**src/rtl/tour_cmd_sequencer.sv**
```systemverilog
// -----------------------------------------------------------------------------
// tour_cmd_sequencer
//
// Scripted command driver for the Knight's Tour system. A host loads a FIFO
// of 16-bit commands. On `start` the commands are issued one at a time to
// RemoteComm. After each command the block waits for the transmit-complete
// strobe and then for a response byte. The run ends with pass when every
// command has been acknowledged, or with fail plus a cause code and the
// index of the failing command.
//
// Build option:
//   SEQ_RETRY_EN - when defined, a NAK or a timeout re-sends the same command
//                  once before the run is failed. An abort never retries.
//
// Parameters:
//   DEPTH    queue entries (power of two, >= 2)
//   TIMEOUT  cycles allowed in each wait phase (>= 2)
//   ACK      positive acknowledge byte
//
// Ports:
//   clk, rst_n        clock, asynchronous active-low reset
//   wr_en, wr_cmd     enqueue a command (accepted only when idle/done and not full)
//   start, abort      begin a run / terminate a run in progress
//   cmd, snd_cmd      command word and one-cycle send strobe to RemoteComm
//   cmd_snt           RemoteComm finished transmitting
//   resp_rdy, resp    response byte strobe and value
//   busy              run in progress (SEND / WAIT_SNT / WAIT_RESP)
//   done, pass, fail  sticky run status, cleared by the next start
//   err_code          00 NAK, 01 cmd_snt timeout, 10 response timeout, 11 abort
//   err_idx           index of the failing command, counted from run start
//   count, full       queue occupancy and full flag
// -----------------------------------------------------------------------------
module tour_cmd_sequencer #(
  parameter int         DEPTH   = 8,
  parameter int         TIMEOUT = 1000000,
  parameter logic [7:0] ACK     = 8'hA5
) (
  input  logic                     clk,
  input  logic                     rst_n,
  input  logic                     wr_en,
  input  logic [15:0]              wr_cmd,
  input  logic                     start,
  input  logic                     abort,
  output logic [15:0]              cmd,
  output logic                     snd_cmd,
  input  logic                     cmd_snt,
  input  logic                     resp_rdy,
  input  logic [7:0]               resp,
  output logic                     busy,
  output logic                     done,
  output logic                     pass,
  output logic                     fail,
  output logic [1:0]               err_code,
  output logic [$clog2(DEPTH)-1:0] err_idx,
  output logic [$clog2(DEPTH):0]   count,
  output logic                     full
);

  localparam int AW = $clog2(DEPTH);
  localparam int TW = $clog2(TIMEOUT);

  localparam logic [AW-1:0] PTR_ZERO = {AW{1'b0}};
  localparam logic [AW-1:0] PTR_ONE  = AW'(1);
  localparam logic [AW:0]   CNT_ZERO = {(AW+1){1'b0}};
  localparam logic [AW:0]   CNT_ONE  = (AW+1)'(1);
  localparam logic [AW:0]   CNT_FULL = (AW+1)'(DEPTH);
  localparam logic [TW-1:0] TMR_ZERO = {TW{1'b0}};
  localparam logic [TW-1:0] TMR_ONE  = TW'(1);
  localparam logic [TW-1:0] TMR_LAST = TW'(TIMEOUT - 1);

  localparam logic [1:0] ERR_NAK   = 2'b00;
  localparam logic [1:0] ERR_SNT   = 2'b01;
  localparam logic [1:0] ERR_RESP  = 2'b10;
  localparam logic [1:0] ERR_ABORT = 2'b11;

`ifdef SEQ_RETRY_EN
  localparam logic RETRY_EN = 1'b1;
`else
  localparam logic RETRY_EN = 1'b0;
`endif

  typedef enum logic [2:0] {
    ST_IDLE      = 3'd0,
    ST_SEND      = 3'd1,
    ST_WAIT_SNT  = 3'd2,
    ST_WAIT_RESP = 3'd3,
    ST_DONE      = 3'd4
  } state_t;

  state_t        state_q, state_d;
  logic [15:0]   mem_q [DEPTH];
  logic [AW-1:0] wr_ptr_q, wr_ptr_d;
  logic [AW-1:0] rd_ptr_q, rd_ptr_d;
  logic [AW:0]   count_q, count_d;
  logic [15:0]   cmd_q, cmd_d;
  logic [TW-1:0] tmr_q, tmr_d;
  logic [AW-1:0] idx_q, idx_d;
  logic          retry_q, retry_d;
  logic          snd_cmd_q, snd_cmd_d;
  logic          busy_q, busy_d;
  logic          done_q, done_d;
  logic          pass_q, pass_d;
  logic          fail_q, fail_d;
  logic [1:0]    err_code_q, err_code_d;
  logic [AW-1:0] err_idx_q, err_idx_d;
  logic          full_q, full_d;

  logic          wr_accept;
  logic          fail_req;
  logic [1:0]    fail_code;
  logic          retry_take;
  logic [AW-1:0] nxt_ptr;

  // Next-state, queue bookkeeping and registered-output computation.
  always_comb begin
    state_d    = state_q;
    wr_ptr_d   = wr_ptr_q;
    rd_ptr_d   = rd_ptr_q;
    count_d    = count_q;
    cmd_d      = cmd_q;
    tmr_d      = tmr_q;
    idx_d      = idx_q;
    retry_d    = retry_q;
    done_d     = done_q;
    pass_d     = pass_q;
    fail_d     = fail_q;
    err_code_d = err_code_q;
    err_idx_d  = err_idx_q;
    wr_accept  = 1'b0;
    fail_req   = 1'b0;
    fail_code  = ERR_NAK;
    nxt_ptr    = rd_ptr_q + PTR_ONE;

    case (state_q)
      ST_IDLE, ST_DONE: begin
        if (wr_en && (count_q != CNT_FULL)) begin
          wr_accept = 1'b1;
          wr_ptr_d  = wr_ptr_q + PTR_ONE;
          count_d   = count_q + CNT_ONE;
        end else begin
          wr_accept = 1'b0;
        end
        if (start) begin
          done_d     = 1'b0;
          pass_d     = 1'b0;
          fail_d     = 1'b0;
          err_code_d = ERR_NAK;
          err_idx_d  = PTR_ZERO;
          idx_d      = PTR_ZERO;
          retry_d    = 1'b0;
          if (count_q == CNT_ZERO) begin
            // Nothing to send: an empty run is trivially successful.
            state_d = ST_DONE;
            done_d  = 1'b1;
            pass_d  = 1'b1;
          end else begin
            cmd_d   = mem_q[rd_ptr_q];
            state_d = ST_SEND;
          end
        end else begin
          state_d = state_q;
        end
      end

      ST_SEND: begin
        if (abort) begin
          fail_req  = 1'b1;
          fail_code = ERR_ABORT;
        end else begin
          state_d = ST_WAIT_SNT;
          tmr_d   = TMR_ZERO;
        end
      end

      ST_WAIT_SNT, ST_WAIT_RESP: begin
        // Priority: abort, then a response (even one that arrives before
        // cmd_snt), then cmd_snt, then the timeout.
        if (abort) begin
          fail_req  = 1'b1;
          fail_code = ERR_ABORT;
        end else if (resp_rdy && (resp == ACK)) begin
          rd_ptr_d = nxt_ptr;
          count_d  = count_q - CNT_ONE;
          idx_d    = idx_q + PTR_ONE;
          retry_d  = 1'b0;
          if (count_q == CNT_ONE) begin
            state_d = ST_DONE;
            done_d  = 1'b1;
            pass_d  = 1'b1;
          end else begin
            cmd_d   = mem_q[nxt_ptr];
            state_d = ST_SEND;
          end
        end else if (resp_rdy) begin
          fail_req  = 1'b1;
          fail_code = ERR_NAK;
        end else if (cmd_snt && (state_q == ST_WAIT_SNT)) begin
          state_d = ST_WAIT_RESP;
          tmr_d   = TMR_ZERO;
        end else if (tmr_q == TMR_LAST) begin
          fail_req  = 1'b1;
          fail_code = (state_q == ST_WAIT_SNT) ? ERR_SNT : ERR_RESP;
        end else begin
          tmr_d = tmr_q + TMR_ONE;
        end
      end

      default: begin
        state_d = ST_IDLE;
      end
    endcase

    // One re-send per command is allowed for NAK/timeout in the retry build.
    retry_take = fail_req && RETRY_EN && (fail_code != ERR_ABORT) && !retry_q;

    if (retry_take) begin
      retry_d = 1'b1;
      state_d = ST_SEND;
    end else if (fail_req) begin
      // Failure flushes the queue so the next load starts from a clean FIFO.
      state_d    = ST_DONE;
      done_d     = 1'b1;
      pass_d     = 1'b0;
      fail_d     = 1'b1;
      err_code_d = fail_code;
      err_idx_d  = idx_q;
      count_d    = CNT_ZERO;
      wr_ptr_d   = PTR_ZERO;
      rd_ptr_d   = PTR_ZERO;
    end else begin
      retry_d = retry_d;
    end

    snd_cmd_d = (state_d == ST_SEND);
    busy_d    = (state_d == ST_SEND) || (state_d == ST_WAIT_SNT) ||
                (state_d == ST_WAIT_RESP);
    full_d    = (count_d == CNT_FULL);
  end

  // Command storage; not reset because count gates every read.
  always_ff @(posedge clk) begin
    if (wr_accept) begin
      mem_q[wr_ptr_q] <= wr_cmd;
    end
  end

  // State, pointer, timer and output registers.
  always_ff @(posedge clk or negedge rst_n) begin
    if (!rst_n) begin
      state_q    <= ST_IDLE;
      wr_ptr_q   <= PTR_ZERO;
      rd_ptr_q   <= PTR_ZERO;
      count_q    <= CNT_ZERO;
      cmd_q      <= 16'h0000;
      tmr_q      <= TMR_ZERO;
      idx_q      <= PTR_ZERO;
      retry_q    <= 1'b0;
      snd_cmd_q  <= 1'b0;
      busy_q     <= 1'b0;
      done_q     <= 1'b0;
      pass_q     <= 1'b0;
      fail_q     <= 1'b0;
      err_code_q <= 2'b00;
      err_idx_q  <= PTR_ZERO;
      full_q     <= 1'b0;
    end else begin
      state_q    <= state_d;
      wr_ptr_q   <= wr_ptr_d;
      rd_ptr_q   <= rd_ptr_d;
      count_q    <= count_d;
      cmd_q      <= cmd_d;
      tmr_q      <= tmr_d;
      idx_q      <= idx_d;
      retry_q    <= retry_d;
      snd_cmd_q  <= snd_cmd_d;
      busy_q     <= busy_d;
      done_q     <= done_d;
      pass_q     <= pass_d;
      fail_q     <= fail_d;
      err_code_q <= err_code_d;
      err_idx_q  <= err_idx_d;
      full_q     <= full_d;
    end
  end

  assign cmd      = cmd_q;
  assign snd_cmd  = snd_cmd_q;
  assign busy     = busy_q;
  assign done     = done_q;
  assign pass     = pass_q;
  assign fail     = fail_q;
  assign err_code = err_code_q;
  assign err_idx  = err_idx_q;
  assign count    = count_q;
  assign full     = full_q;

endmodule

```
**config.mk**
```make
export PLATFORM = sky130hd
export DESIGN_NAME = tour_cmd_sequencer
export DESIGN_NICKNAME = d
export VERILOG_FILES = /design/src/rtl/tour_cmd_sequencer.sv
export SDC_FILE = /design/constraint.sdc
export NUM_CORES = 1
export LEC_CHECK = 0
export CORE_ASPECT_RATIO = 1.25
export CORE_MARGIN = 4
export CORE_UTILIZATION = 50
export DETAILED_ROUTE_END_ITERATION = 12
export GPL_TIMING_DRIVEN = 0
export MAX_ROUTING_LAYER = met4
export PLACE_DENSITY = 0.68
export SYNTH_ARGS = -nofsm -noshare
export SYNTH_HDL_FRONTEND = slang
export SYNTH_SLANG_ARGS = --single-unit
```
**constraint.sdc**
```tcl
create_clock -name clk -period 3.71 [get_ports clk]
set_clock_uncertainty 0.2 [all_clocks]
set_input_delay 0.5565 -clock clk [delete_from_list [all_inputs] [get_ports clk]]
set_output_delay 0.5565 -clock clk [all_outputs]
set_load 0.05 [all_outputs]
```
==> impl_metrics.csv, run 1 <==
group,metric,value,unit
yosys,synthTopCellsByArea,"edfxtp_1 43%, dfrtp_1 18%, mux4_2 16%, o22ai_1 2.4%, nor2_1 2.1%",
route,drc_errors,0,
floorplanning,fp.coreArea,17400,µm²
yosys,ys.flop_type,"edfxtp_1",
placement,io_buffers,60,
final_layout,drive_above_1_share,20.5,%
worst_setup_path,r2r_end,"cmd[12]",
worst_setup_path,worstSetupPathType,"reg2reg",
yosys,synth_edf_count,128,
clock_tree,hold_buffers,0,
global_route,gr-total-overflow,0,
floorplanning,dieHeight,157,µm
yosys,yosysMostFrequentCell,"edfxtp_1",
final_layout,area_delta_synth_final,19.1,%
yosys,yosys.cell_types.count,50,
clock_tree,cts.path.max_buffers,2,
clock_tree,htreeDepth,4,
clock_tree,ctsResizeCount,0,
worst_setup_path,cp_max_fo,10,
power,total_power,7.06,mW
yosys,synth_seq_cells,191,
placement,placed_cell_area,9930,µm²
sta,min_period,3350,ps
clock_tree,clock_latency,440,ps
route,drt_pre_antenna_iters,5,
placement,dpl_worst_slack,-77.9,ps
placement,dp_cells,890,
placement,hpwl,14.5,mm
placement,routabilityCongestion,0.886,
route,drtIter0Drc,595,
yosys,yosys_warnings,0,
route,wire_per_inst,23.4,µm
worst_setup_path,endpoint_kind,"flop",
floorplanning,ios,62,
worst_setup_path,start_kind,"flop",
global_route,antenna_found_initial,0,
sta,worst_pin_slew,1190,ps
worst_setup_path,cp.required,3840,ps
sta,slew_viol_final,0,
global_route,first_global_vias,5962,
clock_tree,cts-root-buf,"clkbuf_16",
route,vias,5866,
final_layout,final_area,10600,µm²
yosys,synthArstFlopShare,33.0,%
yosys,yosys.area.top_type_share,43.3,%
worst_setup_path,arrival,3470,ps
clock_tree,cts.sinks,191,
power,peakVddDrop,0.504,mV
global_route,grt_pass1_wl,34.1,mm
sta,hold_viol,0,
power,power_density,668,nW/µm²
clock_tree,numCtsBuffers,17,
route,wl,21.6,mm
floorplanning,dieWidth,127,µm
floorplanning,rows,54,
status,status,"finished, final reports clean",
worst_hold_path,min_path_type,"in2async",
yosys,syn_area,8870,µm²
worst_setup_path,worstRegToRegCells,7,
power,leakage,3.64,nW
clock_tree,clk_pin_slew,70,ps
route,ant_nets,0,
flow_run,max_cap_viol_count,0,
yosys,ys_seq_area_share,61.1,%
sta,final-setup-viol-count,0,
sta,slew-limit-headroom,20.1,%
yosys,ys_top_cells_by_count,"128 x edfxtp_1, 64 x mux4_2, 63 x dfrtp_1, 50 x nor2_1, 36 x nand2_1",
worst_setup_path,rr_startpoint,"rd_ptr_q[0]",
final_layout,n_antenna_cell,0,
worst_setup_path,regToRegSetupSlack,360,ps
sta,rsz0062_at_grt,"false",
yosys,synth_nets,631,
route,vias_per_cell,6.36,
yosys,syn-mean-instance-area,15.0,µm²
clock_tree,cts_tree,"built",
yosys,synth_top_area_cell,"edfxtp_1",
final_layout,nets,723,
floorplanning,die-area,20000,µm²
floorplanning,start_util,50.9,%
sta,finalSetupTns,0,ps
final_layout,finalNonFillerCells,922,
sta,final.period_utilization,90.2,%
yosys,synthCells,593,
global_route,grt_max_degree,64,
sta,max_freq,299,MHz
sta,worst_slack,363,ps
final_layout,fill_cells,1298,
clock_tree,cts_setup_buffers,0,
global_route,grtUsageTotal,23.4,%
[metrics by stage]
stage / utilization (%) / hold WS, ps
5_1_grt: 60.6 / 108
4_1_cts: 60.6 / 70.5
6_report: 60.6 / 28.7
3_5_place_dp: 57.0 / 273
3_3_place_gp: 56.0 / 263
2_1_floorplan: - / 60.9
[placed cells by master (no fill, tap or decap), types with 3 or more instances in the layout]
cell             Yosys  routed
nand2_1             36      36
mux4_2              64      64
nand2b_1             5       5
edfxtp_1           128     128
o22ai_1             34      34
buf_2                4       4
a211oi_1             3       3
nor2_1              50      49
o21ai_0             27      27
nand3_1             18      18
a31oi_1              8       8
bufinv_16            0       4
buf_4                0       7
xor2_1               5       5
inv_8                0       3
clkdlybuf4s50_1      0      59
xnor2_1              4       4
nor2b_1              4       4
nor4_1               4       3
or4_1                3       3
buf_1                5       5
mux2_4               9       9
ha_1                 7       7
buf_6                1       7
nand4_1              5       5
o31ai_1             10      10
clkbuf_16            0      17
dfrtp_1             63      63
clkbuf_1            26      26
a21oi_1             13      13
nor3_1               7       5
inv_1                4       4
mux2_2               7       7
and3_1               7       7
and2_1               3       3
[area by class of cell]
class / count / area [µm²] / area share (%)
Inverter: 4 / 15.0 / 0.142
Sequential cell: 191 / 5420 / 51.3
Multi-Input combinational cell: 362 / 3330 / 31.5
Tap cell: 224 / 280 / 2.65
Clock buffer: 17 / 425 / 4.03
Buffer: 36 / 148 / 1.40
Timing Repair Buffer: 73 / 738 / 6.99
Clock inverter: 15 / 209 / 1.98
[report_power, final]
group	switching (mW)	total (mW)	internal, mW
clock	0.824	1.97	1.14
sequential	0.218	2.85	2.63
combinational	1.38	2.24	0.862
total	2.42	7.06	4.64
[how the worst max path moves through the flow]
stage / from / cells after the start / endpoint
finish: rd_ptr_q[0] / 7 / cmd[12]
global route: rd_ptr_q[0] / 7 / cmd[12]
detailed placement: resp[6] / 9 / cmd[8]
floorplan: count[0] / 5 / mem_q[1][0]
global placement: wr_en / 3 / mem_q[2][2]
CTS: rd_ptr_q[0] / 7 / cmd[12]
[registers in the layout, indices dropped and copies added (netlist names), 2 cells and up]
name / flops
wr_ptr_q: 3
count: 4
cmd: 16
err_idx: 3
err_code: 2
tmr_q: 20
state_q: 3
rd_ptr_q: 3
idx_q: 3
mem_q: 128
[kinds of logic after synthesis]
kind of cell	Yosys count	synth area share (%)
fa+ha+maj	7	0.987
simple gates	156	8.71
buf+inv	40	1.83
compound gates	109	7.73
flops	191	61.1
xor+xnor	9	0.888
mux	81	18.8
[critical path: stages (launching register included)]
cell	delay (ps)
dfrtp_1	400
ha_1	280
clkbuf_1	320
clkbuf_1	850
mux4_2	610
o22ai_1	190
nor2_1	110
mux2_4	270
[metal layers]
layer | GRT usage, % | vias up | share of wire, %
li1 | - | 2556 | -
met3 | 4.92 | 42 | 7.3
met2 | 37.6 | 286 | 51
met5 | - | - | 0
met1 | 30.2 | 2982 | 39
met4 | 7.77 | 0 | 2.1
No activity file was read; power rests on OpenSTA's default activity.
==> run 2: changes to the inputs <==
--- a/config.mk
+++ b/config.mk
@@ -11,7 +11,7 @@
 export DETAILED_ROUTE_END_ITERATION = 12
 export GPL_TIMING_DRIVEN = 0
 export MAX_ROUTING_LAYER = met4
-export PLACE_DENSITY = 0.68
+export PLACE_DENSITY = 0.65
 export SYNTH_ARGS = -nofsm -noshare
 export SYNTH_HDL_FRONTEND = slang
 export SYNTH_SLANG_ARGS = --single-unit
==> constraint.sdc (replaced) <==
create_clock -name clk -period 3.1 [get_ports clk]
set_clock_uncertainty 0.2 [all_clocks]
set_input_delay 0.465 -clock clk [delete_from_list [all_inputs] [get_ports clk]]
set_output_delay 0.465 -clock clk [all_outputs]
set_load 0.05 [all_outputs]
==> impl_metrics.csv, run 2 (same netlist as run 1, synthesis figures left out) <==
group,metric,value,unit
status,status,"finished, final reports clean",
power,total_power,8.27,mW
final_layout,drive_above_1_share,23.4,%
sta,max_freq,337,MHz
route,vias_per_cell,6.39,
global_route,grtUsageTotal,23.2,%
worst_setup_path,start_kind,"flop",
route,drt_pre_antenna_iters,6,
route,drtIter0Drc,588,
placement,hpwl,14.6,mm
worst_hold_path,hp-start,"fail",
sta,final-setup-viol-count,0,
power,power_density,774,nW/µm²
route,drc_errors,0,
final_layout,final_common_cell,"edfxtp_1",
sta,min_period,2970,ps
clock_tree,cts-root-buf,"clkbuf_16",
worst_setup_path,worstRegToRegCells,7,
global_route,first_global_vias,5968,
global_route,gr-total-overflow,0,
power,clkPwrFrac,25.2,%
floorplanning,rows,54,
power,peakVddDrop,0.435,mV
worst_setup_path,setup.worst_path.start,"count[0]",
global_route,grt_pass1_wl,33.9,mm
final_layout,nets,729,
floorplanning,dieHeight,157,µm
worst_setup_path,rr_startpoint,"count[0]",
power,net-switching-power,2.98,mW
global_route,grt_max_degree,64,
clock_tree,htreeDepth,4,
sta,slew-limit-headroom,29.8,%
power,combPwrFrac,33.5,%
clock_tree,clock_latency,440,ps
worst_setup_path,regToRegSetupSlack,130,ps
placement,routabilityCongestion,0.886,
final_layout,top_register,"mem_q",
clock_tree,cts.sinks,191,
global_route,antenna_found_initial,0,
worst_hold_path,min_path_cells,1,
floorplanning,start_util,50.9,%
worst_hold_path,min_path_type,"reg2reg",
final_layout,layout_common_cells,"128 x edfxtp_1, 64 x mux4_2, 63 x dfrtp_1",
final_layout,n_antenna_cell,0,
power,internal_power,5.29,mW
flow_run,max_cap_viol_count,0,
worst_setup_path,cp_max_fo,8,
final_layout,largest_reg_flops,128,
clock_tree,numCtsBuffers,17,
sta,finalSetupTns,0,ps
power,netSwitchingFraction,36.0,%
clock_tree,cts.path.max_buffers,2,
route,ant_nets,0,
worst_setup_path,endpoint_kind,"flop",
floorplanning,ios,62,
route,vias,5928,
clock_tree,clk_pin_slew,70,ps
power,p_seq_share,41.3,%
floorplanning,dieWidth,127,µm
final_layout,area_delta_synth_final,20.3,%
route,wl,21.7,mm
sta,slew_viol_final,0,
worst_setup_path,arrival,2920,ps
sta,rsz0062_at_grt,"true",
floorplanning,die-area,20000,µm²
sta,worst_pin_slew,1050,ps
route,wire_per_inst,23.4,µm
worst_setup_path,worstSetupPathType,"reg2reg",
sta,final.period_utilization,95.8,%
worst_setup_path,cp.required,3050,ps
placement,io_buffers,60,
clock_tree,cts_tree,"built",
sta,hold_viol,0,
power,leakage,3.72,nW
floorplanning,fp.coreArea,17400,µm²
run 2: timing repair:
action | in CTS | in global routing
hold endpoints to repair | 63 | 0
endpoints found under the setup margin | 16 | 96
hold buffers | 1 | 0
pin swaps | 0 | 3
buffers inserted | 0 | 4
resized for setup | 13 | 17
run 2: power groups by stage:
stage | Clock [mW] | Sequential [mW] | Combinational, mW
finish | 2.08 | 3.42 | 2.77
CTS | 2.11 | 3.40 | 2.71
detailed placement | 0 | 3.46 | 2.69
global route | 2.23 | 3.46 | 2.95
floorplan | 0 | 4.01 | 1.19
global placement | 0 | 3.44 | 2.56
run 2: final cells by class:
class,instances,area (µm²)
Fill cell,1335,6750
Buffer,36,168
Multi-Input combinational cell,362,3420
Clock inverter,15,129
Timing Repair Buffer,79,817
Clock buffer,17,425
Inverter,4,15.0
Tap cell,224,280
Sequential cell,191,5420
run 2: worst paths after layout:
path / end
max: mem_q[0][15]
min reg2reg: fail
max reg2reg: mem_q[0][15]
min: fail
max in group asynchronous: err_idx[0]
min in group asynchronous: tmr_q[15]
run 2: critical path, cell delays in order (launching register included):
cell and delay [ps]:
dfrtp_1 470, inv_1 100, ha_1 260, nand3b_1 120
nand3_1 360, nor4_2 690, buf_4 310, buf_6 160
run 2: metal layers:
metal  track usage [%]  up-vias  part of all wire, %
met5                 -        -                    0
met4              7.61        0                  2.1
met3              3.84       37                  5.1
met2              39.3      236                   53
met1              28.8     3084                   40
li1                  -     2571                    -
run 2: through the flow:
| stage | instance area [µm²] | worst slack [ps] | hold slack (ps) | utilization [%] | instances |
|---|---|---|---|---|---|
| 6_report | 10700 | 130 | 294 | 61.3 | 928 |
| 5_1_grt | 10700 | -33.3 | 313 | 61.3 | 928 |
| 4_1_cts | 10600 | 2.93 | 259 | 60.6 | 924 |
| 3_5_place_dp | 9980 | -569 | 282 | 57.2 | 891 |
| 3_3_place_gp | 9760 | -2140 | 259 | 56.0 | 877 |
| 2_1_floorplan | 8880 | -702 | -30.6 | - | 593 |
==> run 3: changes to the inputs <==
--- a/config.mk
+++ b/config.mk
@@ -12,6 +12,7 @@
 export GPL_TIMING_DRIVEN = 0
 export MAX_ROUTING_LAYER = met4
 export PLACE_DENSITY = 0.65
+export SLEW_MARGIN = 15
 export SYNTH_ARGS = -nofsm -noshare
 export SYNTH_HDL_FRONTEND = slang
 export SYNTH_SLANG_ARGS = --single-unit
==> impl_metrics.csv, run 3 (same netlist as run 1, synthesis figures left out) <==
group,metric,value,unit
power,p_seq_share,41.6,%
clock_tree,clock_latency,430,ps
clock_tree,cts.path.max_buffers,2,
power,internal_power,5.32,mW
route,drtIter0Drc,659,
final_layout,n_antenna_cell,0,
global_route,first_global_vias,6007,
status,status,"finished, final reports clean",
final_layout,layout_common_cells,"128 x edfxtp_1, 64 x mux4_2, 63 x dfrtp_1",
final_layout,area_delta_synth_final,19.8,%
route,vias_per_cell,6.25,
placement,placed_cell_area,9940,µm²
worst_setup_path,worstSetupPathType,"in2reg",
clock_tree,cts.sinks,191,
placement,routabilityCongestion,0.886,
worst_setup_path,regToRegSetupSlack,110,ps
sta,rsz0062_at_grt,"true",
worst_setup_path,rr_startpoint,"count[0]",
floorplanning,dieHeight,157,µm
final_layout,top_register,"mem_q",
power,total_power,8.24,mW
power,netSwitchingFraction,35.4,%
route,vias,5793,
floorplanning,dieWidth,127,µm
final_layout,final_common_cell,"edfxtp_1",
final_layout,multi_input_area,3430,µm²
route,wire_per_inst,23.3,µm
sta,hold_viol,0,
worst_setup_path,setup.worst_path.start,"resp_rdy",
worst_setup_path,r2r_end,"mem_q[6][0]",
sta,slew_viol_final,0,
floorplanning,fp.coreArea,17400,µm²
route,ant_nets,0,
clock_tree,cts-root-buf,"clkbuf_16",
power,leakage,3.70,nW
clock_tree,htreeDepth,4,
placement,io_buffers,60,
worst_setup_path,cp_max_fo,10,
clock_tree,clk_pin_slew,70,ps
worst_setup_path,start_kind,"input port",
final_layout,fill_cells,1320,
global_route,grt_pass1_wl,34.1,mm
worst_setup_path,worstRegToRegCells,8,
sta,finalSetupTns,0,ps
sta,final.period_utilization,96.8,%
power,net-switching-power,2.91,mW
sta,slew-limit-headroom,28.6,%
final_layout,largest_reg_flops,128,
worst_setup_path,arrival,3120,ps
final_layout,nets,728,
clock_tree,numCtsBuffers,17,
power,combPwrFrac,33.2,%
global_route,grtUsageTotal,23.2,%
route,drc_errors,0,
power,clkPwrFrac,25.2,%
route,wl,21.6,mm
placement,hpwl,14.7,mm
global_route,grt_max_degree,50,
floorplanning,start_util,50.9,%
final_layout,final_area,10600,µm²
floorplanning,ios,62,
worst_setup_path,cp.required,3220,ps
floorplanning,rows,54,
worst_setup_path,endpoint_kind,"flop",
sta,min_period,3000,ps
clock_tree,cts_tree,"built",
sta,max_freq,333,MHz
final_layout,drive_above_1_share,22.6,%
worst_hold_path,min_path_type,"in2async",
sta,final-setup-viol-count,0,
flow_run,max_cap_viol_count,0,
floorplanning,die-area,20000,µm²
global_route,gr-total-overflow,0,
final_layout,regArea,5420,µm²
route,drt_pre_antenna_iters,5,
power,power_density,775,nW/µm²
global_route,antenna_found_initial,0,
power,peakVddDrop,0.427,mV
sta,worst_pin_slew,1070,ps
worst_setup_path,crit_path_end,"cmd[9]",
[run 3: metrics by stage]
| step | hold slack, ps | worst slack [ps] | util (%) | std cells |
|---|---|---|---|---|
| 4_1_cts | 228 | 1.58 | 60.5 | 925 |
| 5_1_grt | 244 | -12.8 | 61.0 | 927 |
| 3_5_place_dp | 141 | -563 | 57.0 | 892 |
| 6_report | 232 | 99.7 | 61.0 | 927 |
| 3_3_place_gp | 259 | -2140 | 56.0 | 877 |
| 2_1_floorplan | -30.6 | -702 | - | 593 |
[run 3: worst min path at each step]
| stage | startpoint | to | slack [ps] | depth (start not counted) |
|---|---|---|---|---|
| 4_1_cts | rst_n | tmr_q[13] | 230 | 2 |
| 2_1_floorplan | rst_n | busy | -30 | 0 |
| 3_3_place_gp | fail | fail | 260 | 1 |
| 6_report | rst_n | tmr_q[13] | 230 | 2 |
| 5_1_grt | rst_n | tmr_q[5] | 240 | 2 |
| 3_5_place_dp | rst_n | tmr_q[13] | 140 | 1 |
[run 3: layer usage]
metal  vias to the layer above  routed length [µm]  track usage (%)
met5                         -                   0                -
li1                       2565                   -                -
met2                       199               11300             39.2
met3                        26                1160             5.06
met1                      3003                8790             28.6
met4                         0                 343             6.03
[run 3: power groups by stage]
stage	logic, mW	clock network [mW]	registers (mW)
floorplan	1.19	0	4.01
global placement	2.56	0	3.44
detailed placement	2.66	0	3.46
CTS	2.69	2.10	3.41
global route	2.90	2.22	3.47
finish	2.73	2.08	3.43
[run 3: worst max-delay path, cell delays in order]
cell,delay [ps]
clkdlybuf4s50_1,600
nand3b_1,170
or3_1,330
clkbuf_1,170
a21oi_1,260
nor3_4,100
o21ba_1,230
buf_2,240
buf_8,230
mux2_4,320
[run 3: cell type report]
type / instances / area share, %
Buffer: 36 / 1.58
Sequential cell: 191 / 51.0
Tap cell: 224 / 2.64
Inverter: 4 / 0.141
Multi-Input combinational cell: 362 / 32.3
Timing Repair Buffer: 78 / 7.21
Clock inverter: 12 / 1.05
Clock buffer: 20 / 4.11
[run 3: timing repair]
action | 4_1_cts | 5_1_grt
hold endpoints to repair | 22 | 0
hold buffers | 1 | 0
gates cloned | 0 | 0
buffers inserted | 0 | 2
pin swaps | 0 | 2
endpoints found under the setup margin | 22 | 87
resized for setup | 14 | 16
==> variant 1, RTL diff (flow settings as in run 2) <==
Change the parameter `TIMEOUT` from 1000000 to 500000.
--- a/src/rtl/tour_cmd_sequencer.sv
+++ b/src/rtl/tour_cmd_sequencer.sv
@@ -32,7 +32,7 @@
 // -----------------------------------------------------------------------------
 module tour_cmd_sequencer #(
   parameter int         DEPTH   = 8,
-  parameter int         TIMEOUT = 1000000,
+  parameter int         TIMEOUT = 500000,
   parameter logic [7:0] ACK     = 8'hA5
 ) (
   input  logic                     clk,
Behaviour: no difference found for any inputs over 4 cycles, from zero or initial values and one cycle with rst_n low; that may be too few to reach the edited logic, so the function may still have changed.
==> variant 1 against run 2 <==
Sequential cell count fell by 1. Setup slack improved by 0.073 ns. Power grew 6.4%. Final area up 2.1%. Cell count is the same. Synthesized area increased by 2.2%. Wire length is 4.3% higher. Maximum frequency grew 2.5%.
==> variant 1: results (changes against run 2) <==
[run_status]
outcome=complete, no violations  ; unchanged

[logic_synthesis]
synth-async-reset-ratio=0.3263  ; was 0.3298
seq_area_frac_synth=0.5947  ; was 0.6108
yosys_warnings=0  ; unchanged
synth_nets=634  ; was 631
synth.area.mux_share=0.1880  ; was 0.1877
synth_xor_area_frac=0.007723  ; was 0.008883
synth_cell_types=61  ; was 50
synth_common_cells=edfxtp_1 (128), mux4_2 (64), dfrtp_1 (62)  ; was edfxtp_1 (128), mux4_2 (64), dfrtp_1 (63)
synth_fa_ha_area_frac=0.009654  ; was 0.009870

[global_routing]
grtUsageMet2=0.3991  ; was 0.3930
grt_pass1_wl_um=35710  ; was 33,850 um
grt_pass1_vias=6214  ; was 5,968
global_route.usage.met1=0.2998  ; was 0.2883
grt_util_met3=0.04564  ; was 0.03836
grt_start_max_net_pins=63  ; was 64

[drt]
wl_met1_um=9056  ; was 8739 um
vias=5966  ; was 5,928
firstDrtPassIters=5  ; was 6
met3_length_um=1418  ; was 1097 um
drt-initial-drc-count=583  ; was 588

[power]
power.leakage_uw=0.003753  ; was 0.003716 uW
irDropWorstVdd_mv=0.7674  ; was 0.4349 mV
swShare=0.3638  ; was 0.3602

[setup_path]
slowest_delay_ns=0.54  ; was 0.69 ns
slowest_stage=dfrtp_1  ; was nor4_2
r2r.worst_path.cells=8  ; was 7
reg2reg_to=mem_q[5][9]  ; was mem_q[0][15]
cp_max_fo=8  ; unchanged
reg2reg_slack_ns=0.20  ; was 0.13 ns

[sta]
slew-limit-headroom=0.3855  ; was 0.2976
whs_ns=0.2903  ; was 0.2944 ns

[final_layout]
drive_above_1_share=0.2443  ; was 0.2344

[placement]
place_area_mm2=0.01020  ; was 0.009978 mm^2
dp.final_hpwl_um=14970  ; was 14,600 um
routabilityCongestion=0.8456  ; was 0.8858
pre_cts_ws_ns=-0.07252  ; was -0.5689 ns

-- variant 1: changes by cell type in the layout (fill, tap and decap cells not counted), moves of 7 or more --
cell and change:
nor2_1 -8, buf_2 +10, buf_6 -7, o21ai_0 -17, a31oi_1 +9, clkbuf_1 -7
-- variant 1: through the flow --
step                cells  total power [uW]
detailed placement    888              6511
CTS                   926              8817
global route          928              9175
global placement      880              6315
finish                928              8794
floorplan             596              5444
-- variant 1: how the worst max path moves through the flow --
stage	slack [ns]	endpoint	from
after floorplan	-0.1	mem_q[2][0]	count[0]
after global placement	-0.94	mem_q[4][2]	wr_en
after detailed placement	-0.07	mem_q[3][10]	count[0]
after CTS	0.01	mem_q[7][14]	count[0]
after global routing	0.06	mem_q[5][9]	count[0]
final	0.20	mem_q[5][9]	count[0]
-- variant 1: power by group through the flow --
stage | Combinational, uW | Sequential, uW | Clock [uW]
after floorplan | 1450 | 4000 | 0
after global placement | 2880 | 3430 | 0
after detailed placement | 3030 | 3480 | 0
after CTS | 3080 | 3430 | 2310
after global routing | 3270 | 3470 | 2430
final | 3070 | 3430 | 2290
-- variant 1: what timing repair did --
| item | CTS | global route |
|---|---|---|
| pin swaps | 5 | 1 |
| hold buffers | 1 | 0 |
| buffers inserted | 5 | 2 |
| endpoints found under the hold margin | 62 | 0 |
| resized for setup | 0 | 2 |
| cloned | 0 | 0 |
| setup endpoints to repair | 47 | 28 |
-- variant 1: layout make-up --
type | instances | area (um^2)
fillers | 1313 | 6736
clock buffers | 17 | 425.4
plain buffers | 37 | 197.7
inverters | 9 | 33.78
multi-input cells | 360 | 3546
clock inverters | 15 | 192.7
well taps | 224 | 280.3
flip-flops and latches | 190 | 5395
repair buffers | 76 | 827.0
==> variant 2, RTL diff (config.mk and constraints of run 2) <==
Made on the original files. The 5 states of `state_t` get a one-hot encoding in 5 bits.
--- a/src/rtl/tour_cmd_sequencer.sv
+++ b/src/rtl/tour_cmd_sequencer.sv
@@ -79,12 +79,12 @@
   localparam logic RETRY_EN = 1'b0;
 `endif
 
-  typedef enum logic [2:0] {
-    ST_IDLE      = 3'd0,
-    ST_SEND      = 3'd1,
-    ST_WAIT_SNT  = 3'd2,
-    ST_WAIT_RESP = 3'd3,
-    ST_DONE      = 3'd4
+  typedef enum logic [4:0] {
+    ST_IDLE      = 5'b00001,
+    ST_SEND      = 5'b00010,
+    ST_WAIT_SNT  = 5'b00100,
+    ST_WAIT_RESP = 5'b01000,
+    ST_DONE      = 5'b10000
   } state_t;
 
   state_t        state_q, state_d;
Check against the original RTL: no difference found for any inputs over 4 cycles, from zero or initial values and one cycle with rst_n low; so few cycles prove little.
==> variant 2 against run 2 <==
Setup slack better by 0.052 ns. Wire length up 5.6%. Cell count up 10%. Synthesized area up 5.8%. Power down 4.2%. Clock power up 5%. Worst hold slack worse by 0.011 ns. Core utilization up 0.11 points. Final area up 5.2%. Sequential cell count up 2. Critical endpoint is now cmd[3].
==> variant 2: results (changes against run 2) <==
[sta]
clock.fmax_mhz=342.7  ; was 336.7 MHz
tightest_slew_ns=0.9493  ; was 1.054 ns
whs_ns=0.2836  ; was 0.2944 ns

[final_layout]
inverters=8  ; was 4
nets=818  ; was 729
drive_above_1_share=0.2295  ; was 0.2344
regArea_mm2=0.005472  ; was 0.005420 mm^2
fillerInstances=1413  ; was 1,335
buf_share=0.09791  ; was 0.09221
n_all_buffers=124  ; was 115
comb.multi_input.count=436  ; was 362
multi_input_area_share=0.3344  ; was 0.3207

[logic_synthesis]
synth_xor_area_frac=0.01119  ; was 0.008883
synth-async-reset-ratio=0.3368  ; was 0.3298
synth_compound_area_frac=0.08715  ; was 0.07727
seq_area_frac_synth=0.5828  ; was 0.6108
synth_fa_ha_area_frac=0.009328  ; was 0.009870
synth.area.mux_share=0.1727  ; was 0.1877
synth_common_cells=edfxtp_1 (128), nand2_1 (84), dfrtp_1 (64), mux4_2 (64), nor2_1 (36)  ; was edfxtp_1 (128), mux4_2 (64), dfrtp_1 (63)
synth_cell_types=59  ; was 50
synth_nets=721  ; was 631

[power]
comb_power_uw=2340  ; was 2770 uW
power.leakage_uw=0.003927  ; was 0.003716 uW
irDropWorstVdd_mv=0.4347  ; was 0.4349 mV
swShare=0.3564  ; was 0.3602

[global_routing]
grt_pass1_wl_um=35830  ; was 33,850 um
grt_start_max_net_pins=66  ; was 64
grt_usage=0.2300  ; was 0.2323
antenna_found_initial=0  ; unchanged
grt_pass1_vias=6536  ; was 5,968

[cts]
clock-sinks=193  ; was 191

[run_status]
outcome=complete, no violations  ; unchanged

[worst_hold_path]
hold_start=cmd[9]  ; was fail
hold_end=cmd[9]  ; was fail
min_path_cells=2  ; was 1

[setup_path]
cp_max_fo=10  ; was 8
arrival_ns=3.02  ; was 2.92 ns
reg2reg_to=cmd[3]  ; was mem_q[0][15]
reg2reg_slack_ns=0.18  ; was 0.13 ns
r2r.worst_path.cells=6  ; was 7

[drt]
drt-initial-drc-count=617  ; was 588
detail_route.wl_per_cell_um=22.44  ; was 23.39 um
firstDrtPassIters=5  ; was 6
vias=6386  ; was 5,928

[placement]
pre_cts_ws_ns=-0.05924  ; was -0.5689 ns
dp.final_hpwl_um=15870  ; was 14,600 um
routabilityCongestion=0.8866  ; was 0.8858

variant 2: cell count changes in the layout (fill, tap and decap cells not counted), sizes merged, moves of 3 or more:
cell    change
and2        +3
buf        +16
o31ai       -3
clkbuf      -6
o41ai       +7
nor2       -14
o22ai      -34
nor3        +4
o21ai      +37
nand3      +12
nand2      +48
inv         +7
or3         +4
variant 2: stage by stage:
stage,utilization,instances,power [uW],cell area (um^2)
floorplan,-,683,4831,9399
global placement,0.5619,971,5537,10280
detailed placement,0.5725,979,5722,10480
CTS,0.6064,1012,7912,11100
global route,0.6137,1021,8268,11230
finish,0.6137,1021,7921,11230
variant 2: critical path: stages (launching register included):
cell	delay [ns]
dfrtp_1	0.36
clkbuf_1	0.35
clkbuf_1	0.69
mux4_2	0.42
mux2_2	0.27
o21ai_0	0.35
o21ai_0	0.13
variant 2: metal layers:
layer | wire (um) | global-route usage
met2 | 12280 | 0.3848
met1 | 8738 | 0.2796
met3 | 1474 | 0.04664
met5 | 0 | -
met4 | 415 | 0.07437
